## src/rtl/acc_pkg.sv

```systemverilog
// ---------------------------------------------------------------------------
// acc_pkg
// Shared constants and helpers for the accelerator cluster interconnect.
//   AccIdBaseWidth : width of the requester-local transaction ID.
//   idx_width()    : bits needed to index NumReq requesters (minimum 1).
//   ext_id_width() : extended ID width = base ID + requester index bits.
// ---------------------------------------------------------------------------
package acc_pkg;

    localparam int AccIdBaseWidth = 5;

    function automatic int idx_width(input int num_req);
        return (num_req > 1) ? $clog2(num_req) : 1;
    endfunction

    function automatic int ext_id_width(input int num_req);
        return AccIdBaseWidth + idx_width(num_req);
    endfunction

endpackage

```

## src/rtl/acc_id_fifo.sv

```systemverilog
// ---------------------------------------------------------------------------
// acc_id_fifo
// Synchronous ID FIFO, used to track outstanding transaction IDs.
// Ports:
//   clk_i, rst_i   : clock, synchronous active-high reset (clears pointers/count)
//   push_i, data_i : write one entry (ignored when full)
//   pop_i          : drop the head entry (ignored when empty)
//   head_o         : oldest entry
//   count_o        : number of stored entries, 0..Depth
//   full_o/empty_o : derived from count_o
// Depth must be a power of two so the pointers wrap naturally.
// ---------------------------------------------------------------------------
module acc_id_fifo #(
    parameter int Width = 6,
    parameter int Depth = 4
) (
    input  logic                     clk_i,
    input  logic                     rst_i,
    input  logic                     push_i,
    input  logic [Width-1:0]         data_i,
    input  logic                     pop_i,
    output logic [Width-1:0]         head_o,
    output logic [$clog2(Depth):0]   count_o,
    output logic                     full_o,
    output logic                     empty_o
);

    localparam int PtrW = $clog2(Depth);
    localparam int CntW = PtrW + 1;

    logic [Width-1:0] mem [Depth];
    logic [PtrW-1:0]  wr_ptr;
    logic [PtrW-1:0]  rd_ptr;
    logic [CntW-1:0]  count;
    logic             do_push;
    logic             do_pop;

    assign full_o  = (count == CntW'(Depth));
    assign empty_o = (count == '0);
    assign do_push = push_i && !full_o;
    assign do_pop  = pop_i && !empty_o;
    assign head_o  = mem[rd_ptr];
    assign count_o = count;

    always_ff @(posedge clk_i) begin
        if (rst_i) begin
            wr_ptr <= '0;
            rd_ptr <= '0;
            count  <= '0;
        end else begin
            if (do_push) wr_ptr <= wr_ptr + 1'b1;
            if (do_pop)  rd_ptr <= rd_ptr + 1'b1;
            if (do_push != do_pop)
                count <= do_push ? count + 1'b1 : count - 1'b1;
        end
    end

    // Storage holds data only; validity is tracked by count.
    always_ff @(posedge clk_i) begin
        if (do_push) mem[wr_ptr] <= data_i;
    end

endmodule

```

## src/rtl/acc_slv_adapter.sv

```systemverilog
// ---------------------------------------------------------------------------
// acc_slv_adapter
// Responder-side adapter between the interconnect (extended-ID request/
// response pair) and a single in-order accelerator. Requests pass straight
// through to the accelerator while their IDs are queued; each result is
// tagged with the oldest queued ID and held in a one-entry response register.
// Ports:
//   clk_i, rst_i                       : clock, synchronous active-high reset
//   q_valid_i/q_ready_o/q_id_i/q_op_i/q_arg_i : request channel
//   p_valid_o/p_ready_i/p_id_o/p_data_o/p_error_o : response channel
//   acc_valid_o/acc_ready_i/acc_op_o/acc_arg_o   : accelerator issue
//   acc_res_valid_i/acc_res_ready_o/acc_res_data_i/acc_res_error_i : result
//   busy_o                             : outstanding IDs or a pending response
// Optional build macro ACC_SLV_ADAPTER_TIMEOUT_EN adds a watchdog that
// answers a stuck head ID with an error response after TimeoutCycles.
// ---------------------------------------------------------------------------
module acc_slv_adapter
    import acc_pkg::*;
#(
    parameter int DataWidth      = 32,
    parameter int ExtIdWidth     = ext_id_width(2),
    parameter int MaxOutstanding = 4,
    parameter int TimeoutCycles  = 1024
) (
    input  logic                   clk_i,
    input  logic                   rst_i,
    input  logic                   q_valid_i,
    output logic                   q_ready_o,
    input  logic [ExtIdWidth-1:0]  q_id_i,
    input  logic [31:0]            q_op_i,
    input  logic [3*DataWidth-1:0] q_arg_i,
    output logic                   p_valid_o,
    input  logic                   p_ready_i,
    output logic [ExtIdWidth-1:0]  p_id_o,
    output logic [DataWidth-1:0]   p_data_o,
    output logic                   p_error_o,
    output logic                   acc_valid_o,
    input  logic                   acc_ready_i,
    output logic [31:0]            acc_op_o,
    output logic [3*DataWidth-1:0] acc_arg_o,
    input  logic                   acc_res_valid_i,
    output logic                   acc_res_ready_o,
    input  logic [DataWidth-1:0]   acc_res_data_i,
    input  logic                   acc_res_error_i,
    output logic                   busy_o
);

    localparam int CntW = $clog2(MaxOutstanding) + 1;

    logic                  fifo_full;
    logic                  fifo_empty;
    logic [ExtIdWidth-1:0] fifo_head;
    logic [CntW-1:0]       fifo_count;
    logic                  issue_fire;
    logic                  res_fire;
    logic                  timeout_fire;
    logic                  pop;
    logic                  out_free;
    logic                  p_valid_next;
    logic [CntW-1:0]       cnt_next;
    logic                  busy_q;

    // Issue path: the accelerator only sees a request the FIFO can record.
    // A pop in the same cycle does not free a full FIFO for issue.
    assign q_ready_o   = acc_ready_i && !fifo_full;
    assign acc_valid_o = q_valid_i && !fifo_full;
    assign acc_op_o    = q_op_i;
    assign acc_arg_o   = q_arg_i;
    assign issue_fire  = q_valid_i && q_ready_o;

    // Response path: accept a result only when the output register is free
    // or draining, and never while no ID is outstanding.
    assign out_free        = !p_valid_o || p_ready_i;
    assign acc_res_ready_o = out_free && !fifo_empty;
    assign res_fire        = acc_res_valid_i && acc_res_ready_o;
    assign pop             = res_fire || timeout_fire;

    acc_id_fifo #(
        .Width (ExtIdWidth),
        .Depth (MaxOutstanding)
    ) u_id_fifo (
        .clk_i   (clk_i),
        .rst_i   (rst_i),
        .push_i  (issue_fire),
        .data_i  (q_id_i),
        .pop_i   (pop),
        .head_o  (fifo_head),
        .count_o (fifo_count),
        .full_o  (fifo_full),
        .empty_o (fifo_empty)
    );

`ifdef ACC_SLV_ADAPTER_TIMEOUT_EN
    localparam int WdW = (TimeoutCycles > 2) ? $clog2(TimeoutCycles) : 1;
    localparam logic [WdW-1:0] WdLast = WdW'(TimeoutCycles - 1);

    logic [WdW-1:0] wd_cnt;

    // Watchdog ages the head ID; it saturates at the limit so a timeout
    // blocked by a held response fires as soon as the register frees up.
    always_ff @(posedge clk_i) begin
        if (rst_i || fifo_empty || pop) begin
            wd_cnt <= '0;
        end else if (wd_cnt != WdLast) begin
            wd_cnt <= wd_cnt + 1'b1;
        end
    end

    // A real result in the same cycle takes priority over the timeout.
    assign timeout_fire = (wd_cnt == WdLast) && !fifo_empty && out_free && !res_fire;
`else
    assign timeout_fire = 1'b0;
`endif

    assign p_valid_next = pop || (p_valid_o && !p_ready_i);
    assign cnt_next     = fifo_count + CntW'(issue_fire) - CntW'(pop);

    // Response register: p_* only change on a load, so a held response
    // stays stable until p_ready_i.
    always_ff @(posedge clk_i) begin
        if (rst_i) begin
            p_valid_o <= 1'b0;
            p_id_o    <= '0;
            p_data_o  <= '0;
            p_error_o <= 1'b0;
            busy_q    <= 1'b0;
        end else begin
            p_valid_o <= p_valid_next;
            busy_q    <= (cnt_next != '0) || p_valid_next;
            if (res_fire) begin
                p_id_o    <= fifo_head;
                p_data_o  <= acc_res_data_i;
                p_error_o <= acc_res_error_i;
            end else if (timeout_fire) begin
                p_id_o    <= fifo_head;
                p_data_o  <= '0;
                p_error_o <= 1'b1;
            end
        end
    end

    assign busy_o = busy_q;

    // A result with no outstanding ID means the accelerator broke protocol.
    a_no_result_when_empty: assert property (
        @(posedge clk_i) disable iff (rst_i) !(acc_res_valid_i && fifo_empty));

    // Parameter legality.
    a_depth_pow2: assert property (@(posedge clk_i)
        (MaxOutstanding >= 2) && ((MaxOutstanding & (MaxOutstanding - 1)) == 0));
    a_timeout_min: assert property (@(posedge clk_i) TimeoutCycles >= 2);

endmodule

```

## config.mk

```make
export PLATFORM = sky130hd
export DESIGN_NAME = acc_slv_adapter
export DESIGN_NICKNAME = d
export VERILOG_FILES = /design/src/rtl/acc_pkg.sv /design/src/rtl/acc_id_fifo.sv /design/src/rtl/acc_slv_adapter.sv
export SDC_FILE = /design/constraint.sdc
export NUM_CORES = 1
export LEC_CHECK = 0
export ABC_AREA = 1
export BUFFER_PORTS_ARGS = -buffer_cell sky130_fd_sc_hd__buf_2
export CAP_MARGIN = 20
export CORE_AREA = 2 2 134 136
export DETAILED_ROUTE_END_ITERATION = 8
export DIE_AREA = 0 0 136 138
export GPL_TIMING_DRIVEN = 0
export RECOVER_POWER = 25
export SLEW_MARGIN = 20
export SYNTH_ARGS = -nofsm -noshare
export SYNTH_HDL_FRONTEND = slang
export SYNTH_SLANG_ARGS = --single-unit
```

## constraint.sdc

```tcl
create_clock -name clk_i -period 2.2 [get_ports clk_i]
set_clock_uncertainty 0.15 [all_clocks]
set_input_delay 0.22 -clock clk_i [delete_from_list [all_inputs] [get_ports clk_i]]
set_output_delay 0.22 -clock clk_i [all_outputs]
set_load 0.01 [all_outputs]
```

==> impl_metrics.ini, run 1 <==
[run_status]
status = completed

[die]
rows = 49
die_height_um = 138
ios = 345
core_area_um2 = 17500
fp.dieArea_um2 = 18800
die_x_um = 136
initial_core_util_pct = 21.8

[placement]
dpl-instance-area_um2 = 5220
globalplace.congestion = 0.765
dp_slack_ps = -332
port_buffers = 215
dp.cells = 892
hpwlAfterDp_mm = 11.1

[setup_path]
path_class = reg -> reg
reg2reg_depth = 12
cp.depth = 12
arrival_ps = 2230
r2r_start = u_id_fifo.count_o[0]$_SDFFE_PP0P_
slowest_delay_ps = 450
timing.rr.end = busy_o$_SDFF_PP0_
crit_family = adder cells
endpoint = busy_o$_SDFF_PP0_
slowest_stage = fa_1
regToRegSetupSlack_ps = 20
path_cells = nor2_4, nand2_2, nand3_4, inv_8, ha_4, inv_2, ha_4, fa_1, nor2_1, nand3b_1, nor2_1, nor2_1
critPathBufInv = 2
cp_common_cell = nor2_1
cp-start-kind = register
end_kind = register
required_ps = 2250
crit_path_start = u_id_fifo.count_o[0]$_SDFFE_PP0P_
cp_max_fo = 2

[timing]
hold_violations = 0
worst_slack_ps = 19.6
slew_viol_final = 0
worst_slew_pin_slew_ps = 632
fin_crit_sh_pct = 99.1
setup_tns_ps = 0
fmax_mhz = 459
whs_ps = 14.0
rsz0062_at_grt = true
max_slew_margin_pct = 57.7
period_needed_ps = 2180
setup_viol_count_final = 0

[route]
viasPerCell = 3.94
drt-initial-drc-count = 187
wl_per_cell_um = 14.5
routed_wl_mm = 13.8
vias = 3746
drtAntennaViolNets = 0
drc_errors = 0
firstDrtPassIters = 4

[clock_network]
clk_pin_slew_ps = 60
cts.root.buffer_cell = clkbuf_16
cts_sinks = 72
htree_levels = 3
clk_latency_ps = 340
clock_path_buffers = 2
cts_tree = done
cts_buffers = 9

[global_routing]
first_global_vias = 3498
antenna_found_initial = 1
grt_usage_pct = 13.9
grt_first_pass_wirelength_mm = 19.7
grt_max_degree = 16
grt_overflow = 0

[logic_synthesis]
ys_ff_latch = 72
async_flop_share_pct = 0
yosysWarnings = 0
ys_seq_area_share_pct = 43.9
synthCells = 448
syn_area_per_cell_um2 = 8.55
synth_ff_type = dfxtp_1
synth_nets = 629
synth_edf_count = 24
synth_cell_type_count = 23
synth_area_um2 = 3830

[power_and_ir_drop]
powerDensity_nw_per_um2 = 899
p_clk_share_pct = 31.6
p_leak_nw = 2.79
swShare_pct = 33.1
seqPwrFrac_pct = 32.7
p_int_mw = 3.56
total_power_mw = 5.32
p_comb_share_pct = 35.8
vdd_drop_max_v = 0.000454
p_switching_mw = 1.76

[cells_and_area]
utilization_pct = 33.7
nets = 897
final_area_um2 = 5920
final_cell_mix = 155 x buf_2, 134 x buf_4, 85 x nand2_1
final_common_cell = buf_2
drive_above_1_share_pct = 44.7
area_growth_pct = 54.5
stdcell_count = 951

[flow_run]
maxCapViolations = 0

[worst_hold_path]
worstHoldPathCells = 3
hp-class = in -> reg
## final cells by class
cell class	instances	area, µm²
fillers	1867	11600
flip-flops and latches	72	1690
repair buffers	258	1410
plain buffers	143	1050
multi-input cells	210	1040
well taps	229	287
clock buffers	9	225
clock inverters	7	120
inverters	22	90.1
diodes	1	2.50
## worst min path at each step
stage                       startpoint                            end  slack (ps)
finish              acc_res_data_i[19]      p_data_o[19]$_SDFFE_PP0P_          10
global route        acc_res_data_i[19]      p_data_o[19]$_SDFFE_PP0P_          40
CTS                 acc_res_data_i[19]      p_data_o[19]$_SDFFE_PP0P_           8
detailed placement           q_id_i[1]  u_id_fifo.mem[0][1]$_DFFE_PP_         300
global placement             q_id_i[1]  u_id_fifo.mem[1][1]$_DFFE_PP_         290
floorplan                    q_id_i[0]  u_id_fifo.mem[0][0]$_DFFE_PP_         170
## state kept, by name (all words and copies together), names as in the netlist
register,count
p_error_o,1
u_id_fifo.count_o,3
p_valid_o,1
u_id_fifo.rd_ptr,2
p_id_o,6
u_id_fifo.mem,24
p_data_o,32
u_id_fifo.wr_ptr,2
busy_o,1
## layer usage
layer  track usage (%)  vias up  part of all wire, %
met5                 0        -                    0
met2              25.6      162                   53
li1                  -     1838                    -
met4              5.98        0                  2.6
met1              15.1     1728                   37
met3              3.12       18                  7.0
## cells in the mapped netlist (6+ instances only)
cell / n / area [µm²]
a21oi_1: 39 / 195
buf_4: 129 / 968
ha_1: 6 / 75.1
inv_1: 20 / 75.1
o21ai_1: 6 / 30.0
o21ai_0: 15 / 75.1
o22ai_1: 6 / 37.5
nor2_1: 38 / 143
edfxtp_1: 24 / 721
nand2_1: 86 / 323
dfxtp_1: 48 / 961
buf_2: 6 / 30.0
## tightest hold or removal path: stages
cell and delay [ps]:
buf_2 110, nand2_1 60, a21oi_1 50
## logic make-up after synthesis
family / synth area share [%]
AND/OR/NAND/NOR: 14.3
flip-flops: 43.9
adder cells (fa/ha/maj): 3.01
buffers and inverters: 30.0
AO/OA/AOI/OAI: 8.82
## power by group through the flow
| stage | Combinational, mW | Clock [mW] | Sequential [mW] |
|---|---|---|---|
| finish | 1.90 | 1.68 | 1.74 |
| global route | 2.12 | 1.79 | 1.77 |
| CTS | 1.93 | 1.72 | 1.74 |
| detailed placement | 1.79 | 0 | 1.76 |
| global placement | 1.76 | 0 | 1.76 |
| floorplan | 1.08 | 0 | 1.83 |
## repair_timing
action	CTS	global route
endpoints found under the setup margin	1	1
resized for setup	7	1
buffers inserted	5	0
hold endpoints to repair	56	0
pin swaps	5	1
hold buffers	38	0
(Power assumes the default switching activity.)
==> run 2: changes to the inputs <==
--- a/config.mk
+++ b/config.mk
@@ -16,4 +16,5 @@
 export SLEW_MARGIN = 20
 export SYNTH_ARGS = -nofsm -noshare
 export SYNTH_HDL_FRONTEND = slang
+export SYNTH_HIERARCHICAL = 1
 export SYNTH_SLANG_ARGS = --single-unit
==> run 2 against run 1 <==
Net effect:
- the flow now finishes with violations (setup timing)
- largest power group unchanged
- non-clock buffer count increased by 5
- via count increased by 6.4%
- cell count increased by 11%
- combinational power increased by 40%
- first-iteration DRC count decreased by 38%
- die area unchanged
- sequential share of layout area decreased by 0.96 points
- register-to-register slack got worse by 70 ps
- area after synthesis increased by 8.8%
- cell area increased by 6.1%
- count of clock-buffer cells in the layout unchanged
- highest routed layer unchanged
- sequential cell count increased by 2
==> impl_metrics.ini, run 2 <==
[setup_path]
r2r_start = u_id_fifo/count_o[0]$_SDFFE_PP0P_
endpoint = busy_o$_SDFF_PP0_
cp-start-kind = register
reg2reg_depth = 13
timing.rr.end = busy_o$_SDFF_PP0_
cp_max_fo = 3
arrival_ps = 2340
regToRegSetupSlack_ps = -50
required_ps = 2290
end_kind = register
crit_path_start = u_id_fifo/count_o[0]$_SDFFE_PP0P_
path_class = reg -> reg

[clock_network]
cts_sinks = 74
clk_latency_ps = 340
cts_buffers = 9
cts.root.buffer_cell = clkbuf_16
clock_path_buffers = 2
clk_pin_slew_ps = 60
htree_levels = 3
cts_tree = done

[logic_synthesis]
synth_most_common_cell = buf_4
synth_mux_area_share_pct = 0
synth_ff_type = dfxtp_1
synth_xor_area_share_pct = 0
synth_nets = 722
synth_compound_area_share_pct = 4.65
synth_fa_ha_area_share_pct = 2.58
ys_ff_latch = 74
yosysTopAreaCellShare_pct = 24.0
synthSimpleGateAreaFrac_pct = 20.2
synth_cell_type_count = 24
async_flop_share_pct = 0
synth_area_um2 = 4170
syn_area_per_cell_um2 = 7.70
synthTopCellsByArea = dfxtp_1 24%, buf_4 23%, edfxtp_1 17%, nor2_1 9.2%, nand2_1 8.6%
synthCells = 541
synth_top_family_by_area = buffers and inverters
synth_edf_count = 24
yosysWarnings = 6
yosys.area.top_type = dfxtp_1
netlist_top_cells_count = 128 x buf_4, 102 x nor2_1, 96 x nand2_1
ys_seq_area_share_pct = 41.3

[route]
wl_met2_mm = 7.34
wl_per_cell_um = 14.1
drc_errors = 0
firstDrtPassIters = 6
wl_met3_mm = 1.15
top_layer_used = met4
met1_length_mm = 6.15
drtAntennaViolNets = 0
vias = 3984
drt-initial-drc-count = 116
routed_wl_mm = 14.8
viasPerCell = 3.79

[timing]
hold_violations = 0
fin_crit_sh_pct = 102
rsz0062_at_grt = true
setup_tns_ps = -48.1
max_slew_margin_pct = 56.8
setup_viol_count_final = 1
slew_viol_final = 0
worst_slack_ps = -48.1
fmax_mhz = 445
worst_slew_pin_slew_ps = 646
period_needed_ps = 2250

[cells_and_area]
nets = 997
nFillCells = 1854
top_register = p_data_o
final_area_um2 = 6280
final_cell_mix = 155 x buf_2, 137 x buf_4, 100 x nor2_1
utilization_pct = 35.8
top_regs = p_data_o x32, u_id_fifo/mem x24, p_id_o x6
area_growth_pct = 50.6
largest_reg_flops = 32
stdcell_count = 1051
drive_above_1_share_pct = 40.8
final_common_cell = buf_2

[global_routing]
grt_first_pass_wirelength_mm = 21.2
antenna_found_initial = 1
grt_max_degree = 15
grt_overflow = 0
first_global_vias = 3747
grt_usage_pct = 15.2

[die]
core_area_um2 = 17500
initial_core_util_pct = 23.8
die_height_um = 138
ios = 345
rows = 49
die_x_um = 136
fp.dieArea_um2 = 18800

[power_and_ir_drop]
p_leak_nw = 3.28
vdd_drop_max_v = 0.000477
powerDensity_nw_per_um2 = 977

[placement]
dp.cells = 986
port_buffers = 216
dpl-instance-area_um2 = 5570
hpwlAfterDp_mm = 11.7
globalplace.congestion = 0.791

[run_status]
failed_checks = setup timing
status = finished with violations

[flow_run]
maxCapViolations = 0

[worst_hold_path]
hp-class = in -> reg
## run 2: changes by cell type after synthesis, sizes merged
cell	before	now
o21ai	21	17
o21bai	0	1
nand4	2	0
fa	2	1
inv	22	71
dfxtp	48	50
a21oi	39	9
ha	6	7
clkbuf	5	6
buf	139	136
nand2	88	102
a21boi	0	1
nor2	40	103
o211ai	0	1
## run 2: worst min path at each step
stage / slack (ps) / to / startpoint / cells after the start
2_1_floorplan: 130 / u_id_fifo/count_o[0]$_SDFFE_PP0P_ / rst_i / 1
3_3_place_gp: 290 / u_id_fifo/mem[3][2]$_DFFE_PP_ / q_id_i[2] / 1
3_5_place_dp: 290 / u_id_fifo/mem[3][2]$_DFFE_PP_ / q_id_i[2] / 1
4_1_cts: -50 / u_id_fifo/count_o[1]$_SDFFE_PP0P_ / rst_i / 2
5_1_grt: 60 / u_id_fifo/count_o[2]$_SDFFE_PP0P_ / rst_i / 3
6_report: 40 / u_id_fifo/count_o[2]$_SDFFE_PP0P_ / rst_i / 3
## run 2: cells by family after synthesis
kind of cell | count (synthesis)
AOI/OAI and AO/OA | 35
adders and majority gates | 8
buffers and inverters | 213
DFF | 74
and+or+nand+nor | 211
## run 2: where the power goes
part           total (mW)  switching [mW]  internal, mW
registers            1.96           0.178          1.78
logic                2.66            1.53          1.14
clock network        1.51           0.627         0.886
total                6.13            2.33          3.80
## run 2: metal layers
layer	GRT usage (%)	up-vias
met1	18.0	1783
met2	26.3	142
li1	-	2047
met5	0	-
met3	5.10	12
met4	3.73	0
## run 2: cell type report
type | instances | area [µm²] | area share [%]
Inverter | 71 | 274 | 4.37
Sequential cell | 74 | 1730 | 27.6
Clock buffer | 9 | 225 | 3.59
Buffer | 141 | 1020 | 16.3
Antenna cell | 1 | 2.50 | 0.0399
Clock inverter | 7 | 77.6 | 1.24
Multi-Input combinational cell | 254 | 1190 | 18.9
Timing Repair Buffer | 265 | 1470 | 23.3
Tap cell | 229 | 287 | 4.57
## run 2: through the flow
| step | setup slack, ps | power (mW) | hold WS (ps) |
|---|---|---|---|
| global route | -167 | 6.65 | 61.3 |
| floorplan | -137 | 3.61 | 129 |
| CTS | -166 | 6.22 | -51.2 |
| detailed placement | -420 | 4.46 | 289 |
| finish | -48.1 | 6.13 | 42.2 |
| global placement | -426 | 4.44 | 289 |
## run 2: repair_timing
action	in CTS	in global routing
pin swaps	6	4
buffers inserted	8	1
endpoints found under the hold margin	60	3
hold buffers	39	1
endpoints found under the setup margin	7	24
gates resized for setup	5	6
## run 2: worst max-delay path, cell delays in order (launching register included)
cell	delay [ps]
dfxtp_4	350
nor2_4	130
nand2_2	80
inv_2	50
nand3b_4	170
inv_8	40
ha_4	250
inv_2	30
ha_4	140
fa_2	420
nor2_2	90
o211ai_1	80
nor2_1	100
nor2_1	40
